==> src/rtl/sdmix_dac.sv <==
// sdmix_dac: NCH-channel time-multiplexed stereo mixer driving two first-order sigma-delta bitstreams.
// Latency: mixed sample visible (with sample_strobe) one clock after a frame's last slot; bitstream uses it at the next sd_ce.
// Backpressure: none; free-running, each channel's inputs are sampled only in its own slot of the frame.
// Optional: define SDMIX_DITHER_EN to add 2-bit LFSR dither (x^16+x^14+x^13+x^11+1, seed 16'hACE1) to both sigma-delta sums.
module sdmix_dac #(
  parameter int NCH         = 8,
  parameter int CH_WIDTH    = 8,
  parameter int PWM_WIDTH   = 9,
  parameter int CE_DIV_LOG2 = 3
) (
  input  logic                    clk24,
  input  logic                    reset_n,
  input  logic [NCH*CH_WIDTH-1:0] ch_data,
  input  logic [NCH*2-1:0]        ch_gain,
  input  logic [NCH*2-1:0]        ch_pan,
  input  logic [NCH-1:0]          ch_mute,
  output logic                    sample_strobe,
  output logic                    o_pwm_l,
  output logic                    o_pwm_r
);

  localparam int IDX_W = (NCH > 1) ? $clog2(NCH) : 1;
  localparam int SUM_W = CH_WIDTH + 3 + $clog2(NCH);
  localparam int SD_W  = PWM_WIDTH + 1;
  localparam int DIV_W = (CE_DIV_LOG2 > 0) ? CE_DIV_LOG2 : 1;

  logic [IDX_W-1:0]     ch_idx_q, ch_idx_d;
  logic [DIV_W-1:0]     div_q, div_d;
  logic [SUM_W-1:0]     acc_l_q, acc_l_d, acc_r_q, acc_r_d;
  logic [SUM_W-1:0]     smp_l_q, smp_l_d, smp_r_q, smp_r_d;
  logic [SD_W-1:0]      sd_acc_l_q, sd_acc_l_d, sd_acc_r_q, sd_acc_r_d;
  logic                 strobe_q, strobe_d;
  logic                 pwm_l_q, pwm_l_d, pwm_r_q, pwm_r_d;

  logic [CH_WIDTH-1:0]  cur_data;
  logic [1:0]           cur_gain;
  logic [1:0]           cur_pan;
  logic                 cur_mute;
  logic [SUM_W-1:0]     contrib, contrib_l, contrib_r;
  logic                 sd_ce;
  logic [PWM_WIDTH-1:0] sd_in_l, sd_in_r;
  logic [SD_W-1:0]      sd_sum_l, sd_sum_r;

  // Select the inputs of the channel visited in this slot; other channels are ignored.
  always_comb begin
    cur_data = '0;
    cur_gain = '0;
    cur_pan  = '0;
    cur_mute = 1'b0;
    for (int k = 0; k < NCH; k++) begin
      if (ch_idx_q == IDX_W'(k)) begin
        cur_data = ch_data[k*CH_WIDTH +: CH_WIDTH];
        cur_gain = ch_gain[2*k +: 2];
        cur_pan  = ch_pan[2*k +: 2];
        cur_mute = ch_mute[k];
      end
    end
  end

  assign contrib   = cur_mute ? '0 : (SUM_W'(cur_data) << cur_gain);
  assign contrib_l = cur_pan[1] ? contrib : '0;
  assign contrib_r = cur_pan[0] ? contrib : '0;

  // Mixer: accumulate one channel per clock; last slot publishes the frame sum and restarts from zero.
  always_comb begin
    ch_idx_d = (ch_idx_q == IDX_W'(NCH-1)) ? '0 : ch_idx_q + IDX_W'(1);
    acc_l_d  = acc_l_q + contrib_l;
    acc_r_d  = acc_r_q + contrib_r;
    smp_l_d  = smp_l_q;
    smp_r_d  = smp_r_q;
    strobe_d = 1'b0;
    if (ch_idx_q == IDX_W'(NCH-1)) begin
      smp_l_d  = acc_l_q + contrib_l;
      smp_r_d  = acc_r_q + contrib_r;
      acc_l_d  = '0;
      acc_r_d  = '0;
      strobe_d = 1'b1;
    end
  end

  // Sigma-delta input is the top PWM_WIDTH bits of the published sample.
  assign sd_in_l = smp_l_q[SUM_W-1 -: PWM_WIDTH];
  assign sd_in_r = smp_r_q[SUM_W-1 -: PWM_WIDTH];
  assign sd_ce   = (CE_DIV_LOG2 == 0) || (div_q == '0);

`ifdef SDMIX_DITHER_EN
  logic [15:0] lfsr_q, lfsr_d;

  // Dither source: Fibonacci LFSR stepping once per sigma-delta update.
  always_comb begin
    lfsr_d = lfsr_q;
    if (sd_ce) begin
      lfsr_d = {lfsr_q[14:0], lfsr_q[15] ^ lfsr_q[13] ^ lfsr_q[12] ^ lfsr_q[10]};
    end
  end

  // Registered LFSR state with its own nonzero seed.
  always_ff @(posedge clk24) begin
    if (!reset_n) lfsr_q <= 16'hACE1;
    else          lfsr_q <= lfsr_d;
  end

  assign sd_sum_l = {1'b0, sd_acc_l_q[PWM_WIDTH-1:0]} + SD_W'(sd_in_l) + SD_W'(lfsr_q[1:0]);
  assign sd_sum_r = {1'b0, sd_acc_r_q[PWM_WIDTH-1:0]} + SD_W'(sd_in_r) + SD_W'(lfsr_q[1:0]);
`else
  assign sd_sum_l = {1'b0, sd_acc_l_q[PWM_WIDTH-1:0]} + SD_W'(sd_in_l);
  assign sd_sum_r = {1'b0, sd_acc_r_q[PWM_WIDTH-1:0]} + SD_W'(sd_in_r);
`endif

  // First-order modulators: carry out of the accumulator is the output bit; no reset on sample change.
  always_comb begin
    div_d      = div_q + DIV_W'(1);
    sd_acc_l_d = sd_ce ? sd_sum_l : sd_acc_l_q;
    sd_acc_r_d = sd_ce ? sd_sum_r : sd_acc_r_q;
    pwm_l_d    = sd_acc_l_q[PWM_WIDTH];
    pwm_r_d    = sd_acc_r_q[PWM_WIDTH];
  end

  // State registers with synchronous active-low reset.
  always_ff @(posedge clk24) begin
    if (!reset_n) begin
      ch_idx_q   <= '0;
      div_q      <= '0;
      acc_l_q    <= '0;
      acc_r_q    <= '0;
      smp_l_q    <= '0;
      smp_r_q    <= '0;
      sd_acc_l_q <= '0;
      sd_acc_r_q <= '0;
      strobe_q   <= 1'b0;
      pwm_l_q    <= 1'b0;
      pwm_r_q    <= 1'b0;
    end else begin
      ch_idx_q   <= ch_idx_d;
      div_q      <= div_d;
      acc_l_q    <= acc_l_d;
      acc_r_q    <= acc_r_d;
      smp_l_q    <= smp_l_d;
      smp_r_q    <= smp_r_d;
      sd_acc_l_q <= sd_acc_l_d;
      sd_acc_r_q <= sd_acc_r_d;
      strobe_q   <= strobe_d;
      pwm_l_q    <= pwm_l_d;
      pwm_r_q    <= pwm_r_d;
    end
  end

  assign sample_strobe = strobe_q;
  assign o_pwm_l       = pwm_l_q;
  assign o_pwm_r       = pwm_r_q;

endmodule

==> config.mk <==
export PLATFORM = sky130hd
export DESIGN_NAME = sdmix_dac
export DESIGN_NICKNAME = d
export VERILOG_FILES = /design/src/rtl/sdmix_dac.sv
export SDC_FILE = /design/constraint.sdc
export NUM_CORES = 1
export LEC_CHECK = 0
export CELL_PAD_IN_SITES_DETAIL_PLACEMENT = 0
export CELL_PAD_IN_SITES_GLOBAL_PLACEMENT = 1
export CORE_ASPECT_RATIO = 0.9
export CORE_MARGIN = 2
export CORE_UTILIZATION = 50
export CTS_BUF_LIST = sky130_fd_sc_hd__clkbuf_4
export CTS_CLUSTER_SIZE = 8
export DETAILED_ROUTE_END_ITERATION = 7
export DONT_BUFFER_PORTS = 1
export GPL_TIMING_DRIVEN = 0
export PLACE_DENSITY_LB_ADDON = 0.1
export RECOVER_POWER = 100
export SYNTH_ARGS = -nofsm -noshare
export SYNTH_HDL_FRONTEND = slang
export SYNTH_SLANG_ARGS = --single-unit
==> constraint.sdc <==
create_clock -name clk24 -period 9 [get_ports clk24]
set_input_delay 1.8 -clock clk24 [delete_from_list [all_inputs] [get_ports clk24]]
set_output_delay 1.8 -clock clk24 [all_outputs]
set_load 0.03 [all_outputs]
==> reports/qor.yml, run 1 <==
tns_ps: 0
die_x_um: 115
rsz0062_at_grt: "false"
first_global_vias: 4885
numCtsBuffers: 9
ys_seq_area_share_pct: 27.0
clockBufferDepth: 2
worstMarginPinSlew_ps: 920
relSlewSlack_pct: 37.1
routedWlPerCell_um: 17.4
setup_slack_ps: 3190
n_fill_cell: 1075
outcome: "completed"
synthFlopType: "dfxtp_1"
dpl_worst_slack_ps: 3770
yosys.area_share.simple_pct: 23.0
hold_viol_final: 0
drive_gt1_share_pct: 6.47
crit_required_ps: 9320
synthArstFlopShare_pct: 0
holdWs_ps: 470
diodes: 0
antenna_found_initial: 0
worst_path_largest_cell_delay_ps: 850
fin_skew_ps: 14.3
syn_inst: 695
hpwl_um: 11900
post-cts-setup-buffer-count: 0
fp.dieH_um: 104
synth_edf_count: 0
power_density_nw_per_um2: 151
reg2regPathDepth: 20
top_usage_layer: "met2"
gp_congestion: 0.897
grt_use_met1_pct: 35.5
path_depth: 15
drc: 0
grt_pass1_wl_um: 23900
pwr-share-clk_pct: 24.0
finalCriticalPeriod_ps: 5810
switching_share_pct: 36.2
cap_violations: 0
nets: 864
end_kind: "flip-flop"
drtAntennaViolNets: 0
grt_max_degree: 13
synth_top_cell_area_share_pct: 27.0
clock_latency_ps: 430
area_growth_pct: 5.46
power.switching_mw: 0.320
start_kind: "primary input"
pwr-share-comb_pct: 35.0
synth-seq-cells: 75
min_path_cells: 1
grt-ovfl-total: 0
cp_slowest_cell: "a2111oi_0"
track_usage_pct: 25.1
start_util_pct: 51.3
setup_viol: 0
synthTopCellsByArea: "dfxtp_1, ha_1, nor2_1"
dieArea_um2: 12000
dr.pass1.iters: 5
routed_wl_um: 15100
avgViaCountPerCell: 5.92
cts_hold_repair.buffers: 0
post-place-cells: 847
clock-sinks: 75
drt_iter0_drc: 373
synth-compound-area-share_pct: 25.1
synth_top_family_by_area: "compound AO/OA/AOI/OAI gates"
grt_util_met3_pct: 4.90
ctsHtreeMaxLevel: 3
met2_usage_pct: 38.8
hp-class: "flip-flop to flip-flop"
synth-warning-count: 0
seqPwrFrac_pct: 41.0
place.port_buffers: 0
netlist_area_um2: 5570
critPathKind: "primary input to flip-flop"
rows: 36
cts_tree: "yes"
path_max_fanout: 9
synthXorXnorAreaFrac_pct: 3.30
maxSlewViolCount: 0
num_vias: 5105
place_area_um2: 5760
fp.coreArea_um2: 10900
period_share_pct: 64.6
synth_top_area_cell: "dfxtp_1"
cp_top_family: "compound AO/OA/AOI/OAI gates"
synth_fp_nets: 853
fin_area_um2: 5870
cts-root-buf: "clkbuf_4"
cts.clk_slew.worst_paths_ps: 130
arrival_ps: 6130
instances_no_fill: 863
syn_area_per_cell_um2: 8.01
leakagePower_nw: 2.46
cell_internal_pwr_mw: 0.566
vdd_drop_max_mv: 0.106
synthMuxAreaShare_pct: 3.80
cts_resized: 0
cp_num_buf_inv: 0
timing.fmax_ghz: 0.172
synth.distinct_cells: 63
crit_top_cell: "o21ai_0"
synth_adder_area_share_pct: 12.2
worstPathCellList: "a21oi_1 -> o211ai_1 -> o211ai_1 -> o21ai_0 -> o21ai_0 -> nand2_1 -> nor2_1 -> ha_1 -> a21o_1 -> a21o_1 -> a2111oi_0 -> nor3_1 -> o41ai_1 -> xor2_1 -> o21ai_0"
io_pins: 109
## worst paths after layout
| kind | start | end | slack, ps |
|---|---|---|---|
| worst max-delay path | ch_gain[11] | smp_l_q[9] | 3190 |
| worst min-delay path | sd_acc_r_q[9] | o_pwm_r | 470 |
| worst max register to register | ch_idx_q[2] | smp_l_q[9] | 3560 |
| worst min register to register | sd_acc_r_q[9] | o_pwm_r | 470 |
## routing by layer
| layer | up-vias | routed length (um) | part of all wire, % |
|---|---|---|---|
| met1 | 2399 | 7400 | 49 |
| met5 | - | 0 | 0 |
| met3 | 24 | 815 | 5.4 |
| met4 | 0 | 278 | 1.8 |
| li1 | 2516 | - | - |
| met2 | 166 | 6560 | 44 |
## Yosys cell counts (3+ instances only)
master / n
xor2_1: 14
buf_4: 4
nor3_1: 15
o221ai_1: 3
a22oi_1: 18
buf_2: 13
dfxtp_1: 75
nor2_1: 68
or2_1: 3
nand3b_1: 9
a21boi_0: 8
fa_1: 4
or3_1: 8
clkbuf_1: 20
a31oi_1: 5
inv_1: 26
and2_1: 15
nand2_1: 58
a21o_1: 9
nand4b_1: 3
o21a_1: 9
nand2b_1: 16
or2_2: 5
o31ai_1: 7
nand3_1: 16
xnor2_1: 7
o21ai_0: 43
a221o_1: 16
buf_6: 3
nor2b_1: 31
mux2i_1: 20
a211oi_1: 12
a21oi_1: 36
ha_1: 48
o211ai_1: 6
and3_1: 6
## worst reg2reg max path, stage by stage, from the launching register on
cell	delay (ps)
dfxtp_1	330
buf_4	150
inv_2	140
ha_1	170
buf_4	160
or2_1	150
buf_6	160
a211oi_2	50
o211ai_1	320
o21ai_0	140
o21ai_0	670
nand2_1	260
nor2_1	150
ha_1	240
a21o_1	180
a21o_1	220
a2111oi_0	850
nor3_1	220
o41ai_1	420
xor2_1	270
o21ai_0	100
## metrics by stage
step / power, mW / util [%]
after floorplan: 0.607 / -
after global placement: 0.671 / 53.1
after detailed placement: 0.681 / 53.1
after CTS: 0.893 / 54.3
after global routing: 0.944 / 54.1
final: 0.886 / 54.1
## cell families (layout without fill, tap and decap cells)
logic type	Yosys count	in the layout
AND/OR/NAND/NOR	258	258
AO/OA/AOI/OAI	199	199
flip-flops	75	75
buffers and inverters	69	85
adder cells (fa/ha/maj)	52	52
XOR/XNOR	21	21
multiplexers	21	21
## area by class of cell
class	count	area (um2)	share of cell area [%]
Clock inverter	5	53.8	0.916
Inverter	27	101	1.73
Buffer	42	211	3.60
Tap cell	152	190	3.24
Multi-Input combinational cell	551	3730	63.6
Sequential cell	75	1500	25.6
Clock buffer	11	82.6	1.41
## state kept, by name (all words and copies together), names as in the netlist
register,flops
acc_l_q,14
acc_r_q,14
ch_idx_q,3
div_q,3
o_pwm_l,1
o_pwm_r,1
sample_strobe,1
sd_acc_l_q,10
sd_acc_r_q,10
smp_l_q,9
smp_r_q,9
## cell usage in the layout (no fill, tap or decap), drive strengths merged, types with 4 or more instances in the layout
cell,netlist,final
a211oi,13,13
a21boi,8,8
a21o,9,9
a21oi,37,37
a221o,16,16
a22oi,18,18
a31oi,5,5
and2,15,15
and3,6,6
buf,22,22
clkbuf,20,31
dfxtp,75,75
fa,4,4
ha,48,48
inv,27,27
mux2i,20,20
nand2,58,58
nand2b,16,16
nand3,16,16
nand3b,9,9
nor2,68,68
nor2b,31,31
nor3,15,15
o211ai,7,7
o21a,9,9
o21ai,46,46
o31ai,7,7
or2,8,8
or3,8,8
xnor2,7,7
xor2,14,14
## power by group through the flow
| stage | combinational [mW] | clock (mW) | sequential, mW |
|---|---|---|---|
| 2_1_floorplan | 0.238 | 0 | 0.369 |
| 3_3_place_gp | 0.301 | 0 | 0.370 |
| 3_5_place_dp | 0.309 | 0 | 0.371 |
| 4_1_cts | 0.311 | 0.219 | 0.364 |
| 5_1_grt | 0.345 | 0.233 | 0.365 |
| 6_report | 0.311 | 0.212 | 0.363 |
Power figures use the tool's default switching activity.
==> run 2, diff against run 1 <==
CORE_UTILIZATION = 49   (was 50)
clock period = 5.7 ns   (was 9 ns; I/O delays follow)
==> reports/qor.yml, run 2 (synthesized netlist as in run 1, its figures left out) <==
place.port_buffers: 0
avgViaCountPerCell: 5.96
top_regs: "acc_l_q x14, acc_r_q x14"
arrival_ps: 5270
reg2regPathDepth: 20
setup_viol: 0
worstMarginPinSlew_ps: 657
drive_gt1_share_pct: 6.75
rows: 36
fin_skew_ps: 13.9
power_density_nw_per_um2: 252
cts_hold_repair.buffers: 0
drc: 0
relSlewSlack_pct: 56.2
track_usage_pct: 24.8
drt_iter0_drc: 293
cts_resized: 0
cap_violations: 0
fp.dieH_um: 105
routedWlPerCell_um: 17.7
outcome: "completed"
antenna_found_initial: 0
post-cts-setup-buffer-count: 0
timing.fmax_ghz: 0.202
hold_viol_final: 0
cts_tree: "yes"
min_path_cells: 1
critPathKind: "flip-flop to flip-flop"
nets: 864
io_pins: 109
fp.coreArea_um2: 10900
dieArea_um2: 12200
start_kind: "flip-flop"
numCtsBuffers: 9
most-common-layout-cells: "dfxtp_1, nor2_1, nand2_1, ha_1, o21ai_0"
finalCriticalPeriod_ps: 4940
clock-sinks: 75
holdWs_ps: 462
area_growth_pct: 6.65
vdd_drop_max_mv: 0.197
hp-class: "flip-flop to flip-flop"
cts.clk_slew.worst_paths_ps: 130
die_x_um: 116
ctsHtreeMaxLevel: 3
cts-root-buf: "clkbuf_4"
diodes: 0
gp_congestion: 0.919
end_kind: "flip-flop"
num_vias: 5143
hpwl_um: 12000
grt_pass1_wl_um: 23800
power_mw: 1.49
leakagePower_nw: 2.49
final_common_cell: "dfxtp_1"
dr.pass1.iters: 5
grt_max_degree: 13
period_share_pct: 86.7
drtAntennaViolNets: 0
rsz0062_at_grt: "false"
grt-ovfl-total: 0
clock_latency_ps: 430
maxSlewViolCount: 0
clockBufferDepth: 2
routed_wl_um: 15300
path_max_fanout: 10
crit_required_ps: 6030
tns_ps: 0
first_global_vias: 4836
start_util_pct: 50.9
-- run 2: cell count changes in the layout (fill, tap and decap cells not counted), sizes merged --
cell	delta
buf	-1
bufinv	+2
clkinv	-1
clkinvlp	-1
clkbuf	+1
-- run 2: where the power goes --
part	total, mW	switching (mW)	internal [mW]
combinational	0.498	0.302	0.195
sequential	0.574	0.0152	0.559
clock	0.422	0.192	0.231
-- run 2: path summary, 6_finish.rpt --
path                      end        start  slack, ps
setup / recovery  smp_l_q[13]  ch_idx_q[2]        760
hold / removal       div_q[0]     div_q[0]        460
setup reg to reg  smp_l_q[13]  ch_idx_q[2]        760
hold reg to reg      div_q[0]     div_q[0]        460
-- run 2: through the flow --
stage	worst slack (ps)	std cells	utilization, %	instance area [um2]
floorplan	1630	695	-	5570
global placement	1080	847	52.6	5760
detailed placement	1080	847	52.6	5760
CTS	1100	863	54.3	5940
global route	349	863	54.3	5940
finish	756	863	54.3	5940
-- run 2: layout make-up --
cell class | instances | area, um2
Fill cell | 1058 | 5000
Multi-Input combinational cell | 551 | 3760
Sequential cell | 75 | 1500
Buffer | 42 | 208
Tap cell | 152 | 190
Clock inverter | 5 | 101
Inverter | 27 | 101
Clock buffer | 11 | 82.6
-- run 2: worst max-delay path: stages, from the launching register on --
cell	delay [ps]
dfxtp_1	340
clkbuf_1	170
inv_1	250
ha_1	190
buf_4	150
or2_0	170
buf_6	170
a21oi_1	60
a211oi_1	440
o21ai_0	210
o21ai_2	320
nand2_1	180
nor2_1	120
ha_1	230
a21o_1	180
a21o_1	230
a2111oi_2	560
nor3_1	180
a21boi_0	340
a211oi_1	130
a32o_1	220
-- run 2: per-layer routing --
metal / vias to the layer above / share of wire (%) / global-route usage (%)
li1: 2519 / - / -
met1: 2440 / 48 / 33.9
met2: 166 / 45 / 40.6
met3: 18 / 5.9 / 4.23
met4: 0 / 1.5 / 5.53
met5: - / 0 / 0
==> run 3, diff against run 2 <==
CELL_PAD_IN_SITES_DETAIL_PLACEMENT = not set   (was 0)
CELL_PAD_IN_SITES_GLOBAL_PLACEMENT = not set   (was 1)
CORE_UTILIZATION = 50   (was 49)
PLACE_DENSITY_LB_ADDON = not set   (was 0.1)
==> reports/qor.yml, run 3 (synthesized netlist as in run 1, its figures left out) <==
multiInputGateArea_um2: 3750
maxSlewViolCount: 0
dpl_worst_slack_ps: 1050
reg2reg_to: "acc_l_q[9]"
cp-startpoint: "ch_idx_q[0]"
seqPwrFrac_pct: 38.6
end_kind: "flip-flop"
hpwl_um: 12300
place.port_buffers: 0
area_growth_pct: 6.33
grt_max_degree: 13
fin_area_um2: 5920
leakagePower_nw: 2.48
clock-sinks: 75
num_vias: 5165
routed_wl_um: 15800
fin_skew_ps: 18.0
power.switching_mw: 0.517
fp.dieH_um: 104
start_util_pct: 51.3
io_pins: 109
cap_violations: 0
cp_slowest_cell: "clkbuf_1"
gp_congestion: 0.915
rsz0062_at_grt: "false"
setup_slack_ps: 831
ctsHtreeMaxLevel: 3
finalCriticalPeriod_ps: 4870
crit_required_ps: 6030
holdWs_ps: 457
clock_latency_ps: 450
dr.pass1.iters: 5
hold_viol_final: 0
timing.fmax_ghz: 0.205
pwr-share-clk_pct: 27.9
place_area_um2: 5760
clockBufferDepth: 2
setup_viol: 0
tns_ps: 0
rows: 36
arrival_ps: 5200
critPathKind: "flip-flop to flip-flop"
outcome: "completed"
final_common_cell: "dfxtp_1"
pwr-share-comb_pct: 33.5
worstMarginPinSlew_ps: 742
instances_no_fill: 862
cts_hold_repair.buffers: 0
switching_share_pct: 34.8
nets: 864
most-common-layout-cells: "dfxtp_1, nor2_1, nand2_1, ha_1, o21ai_0"
worst_path_largest_cell_delay_ps: 630
drt_iter0_drc: 376
top_regs: "acc_l_q x14, acc_r_q x14"
diodes: 0
drc: 0
fp.coreArea_um2: 10900
reg2reg_from: "ch_idx_q[0]"
drive_gt1_share_pct: 6.34
track_usage_pct: 26.2
numCtsBuffers: 9
avgViaCountPerCell: 5.99
final_core_util_pct: 54.6
power_mw: 1.49
worstPathCellList: "ha_1 -> ha_1 -> clkbuf_1 -> clkbuf_1 -> nor2_1 -> a22oi_1 -> clkbuf_1 -> nor2_1 -> ha_1 -> a21o_1 -> a21o_1 -> a2111oi_2 -> nor3_1 -> o41ai_1 -> xor2_1 -> nor2_1"
relSlewSlack_pct: 50.6
cts.clk_slew.worst_paths_ps: 120
start_kind: "flip-flop"
vdd_drop_max_mv: 0.201
endpoint: "acc_l_q[9]"
antenna_found_initial: 0
grt-ovfl-total: 0
routedWlPerCell_um: 18.3
post-cts-setup-buffer-count: 0
cts_resized: 0
period_share_pct: 85.4
post-place-cells: 847
cts_tree: "yes"
power_density_nw_per_um2: 251
dieArea_um2: 12000
cts-root-buf: "clkbuf_4"
path_max_fanout: 10
drtAntennaViolNets: 0
die_x_um: 115
n_fill_cell: 1054
reg2regPathDepth: 16
first_global_vias: 4957
hp-class: "flip-flop to flip-flop"
reg2reg_slack_ps: 830
cell_internal_pwr_mw: 0.970
grt_pass1_wl_um: 24800
seq_area_um2: 1500
## run 3: area by class of cell
class,instances,share of cell area (%)
clock buffer,9,1.14
multi-input combinational,551,63.3
buffer,42,3.53
clock inverter,6,1.77
tap,152,3.21
sequential,75,25.3
inverter,27,1.71
## run 3: worst min path at each step
stage / from / to / slack [ps] / cells after the start
detailed placement: sd_acc_r_q[9] / o_pwm_r / 440 / 1
global placement: sd_acc_r_q[9] / o_pwm_r / 430 / 1
CTS: sd_acc_l_q[9] / o_pwm_l / 460 / 1
finish: sd_acc_l_q[9] / o_pwm_l / 460 / 1
floorplan: div_q[0] / div_q[0] / 420 / 1
global route: sd_acc_l_q[9] / o_pwm_l / 480 / 1
## run 3: worst max-delay path, delay by kind of cell (launching register included)
family / cells / cell delay (ps)
xor gates and xnor gates: 1 / 240
adders and majority gates: 3 / 660
AOI/OAI and AO/OA: 5 / 1550
buffers and inverters: 3 / 1440
DFF: 1 / 410
and+or+nand+nor: 4 / 430
## run 3: metal layers
layer	routed length (um)	up-vias	global-route usage (%)
met5	0	-	0
met4	328	0	7.57
met3	1110	35	6.47
met2	7090	191	42.6
met1	7250	2414	34.4
li1	-	2525	-
## run 3: power groups by stage
| stage | Combinational (mW) | Sequential (mW) | Clock [mW] |
|---|---|---|---|
| 2_1_floorplan | 0.377 | 0.582 | 0 |
| 3_3_place_gp | 0.483 | 0.584 | 0 |
| 3_5_place_dp | 0.492 | 0.586 | 0 |
| 4_1_cts | 0.495 | 0.574 | 0.431 |
| 5_1_grt | 0.554 | 0.577 | 0.452 |
| 6_report | 0.498 | 0.574 | 0.415 |
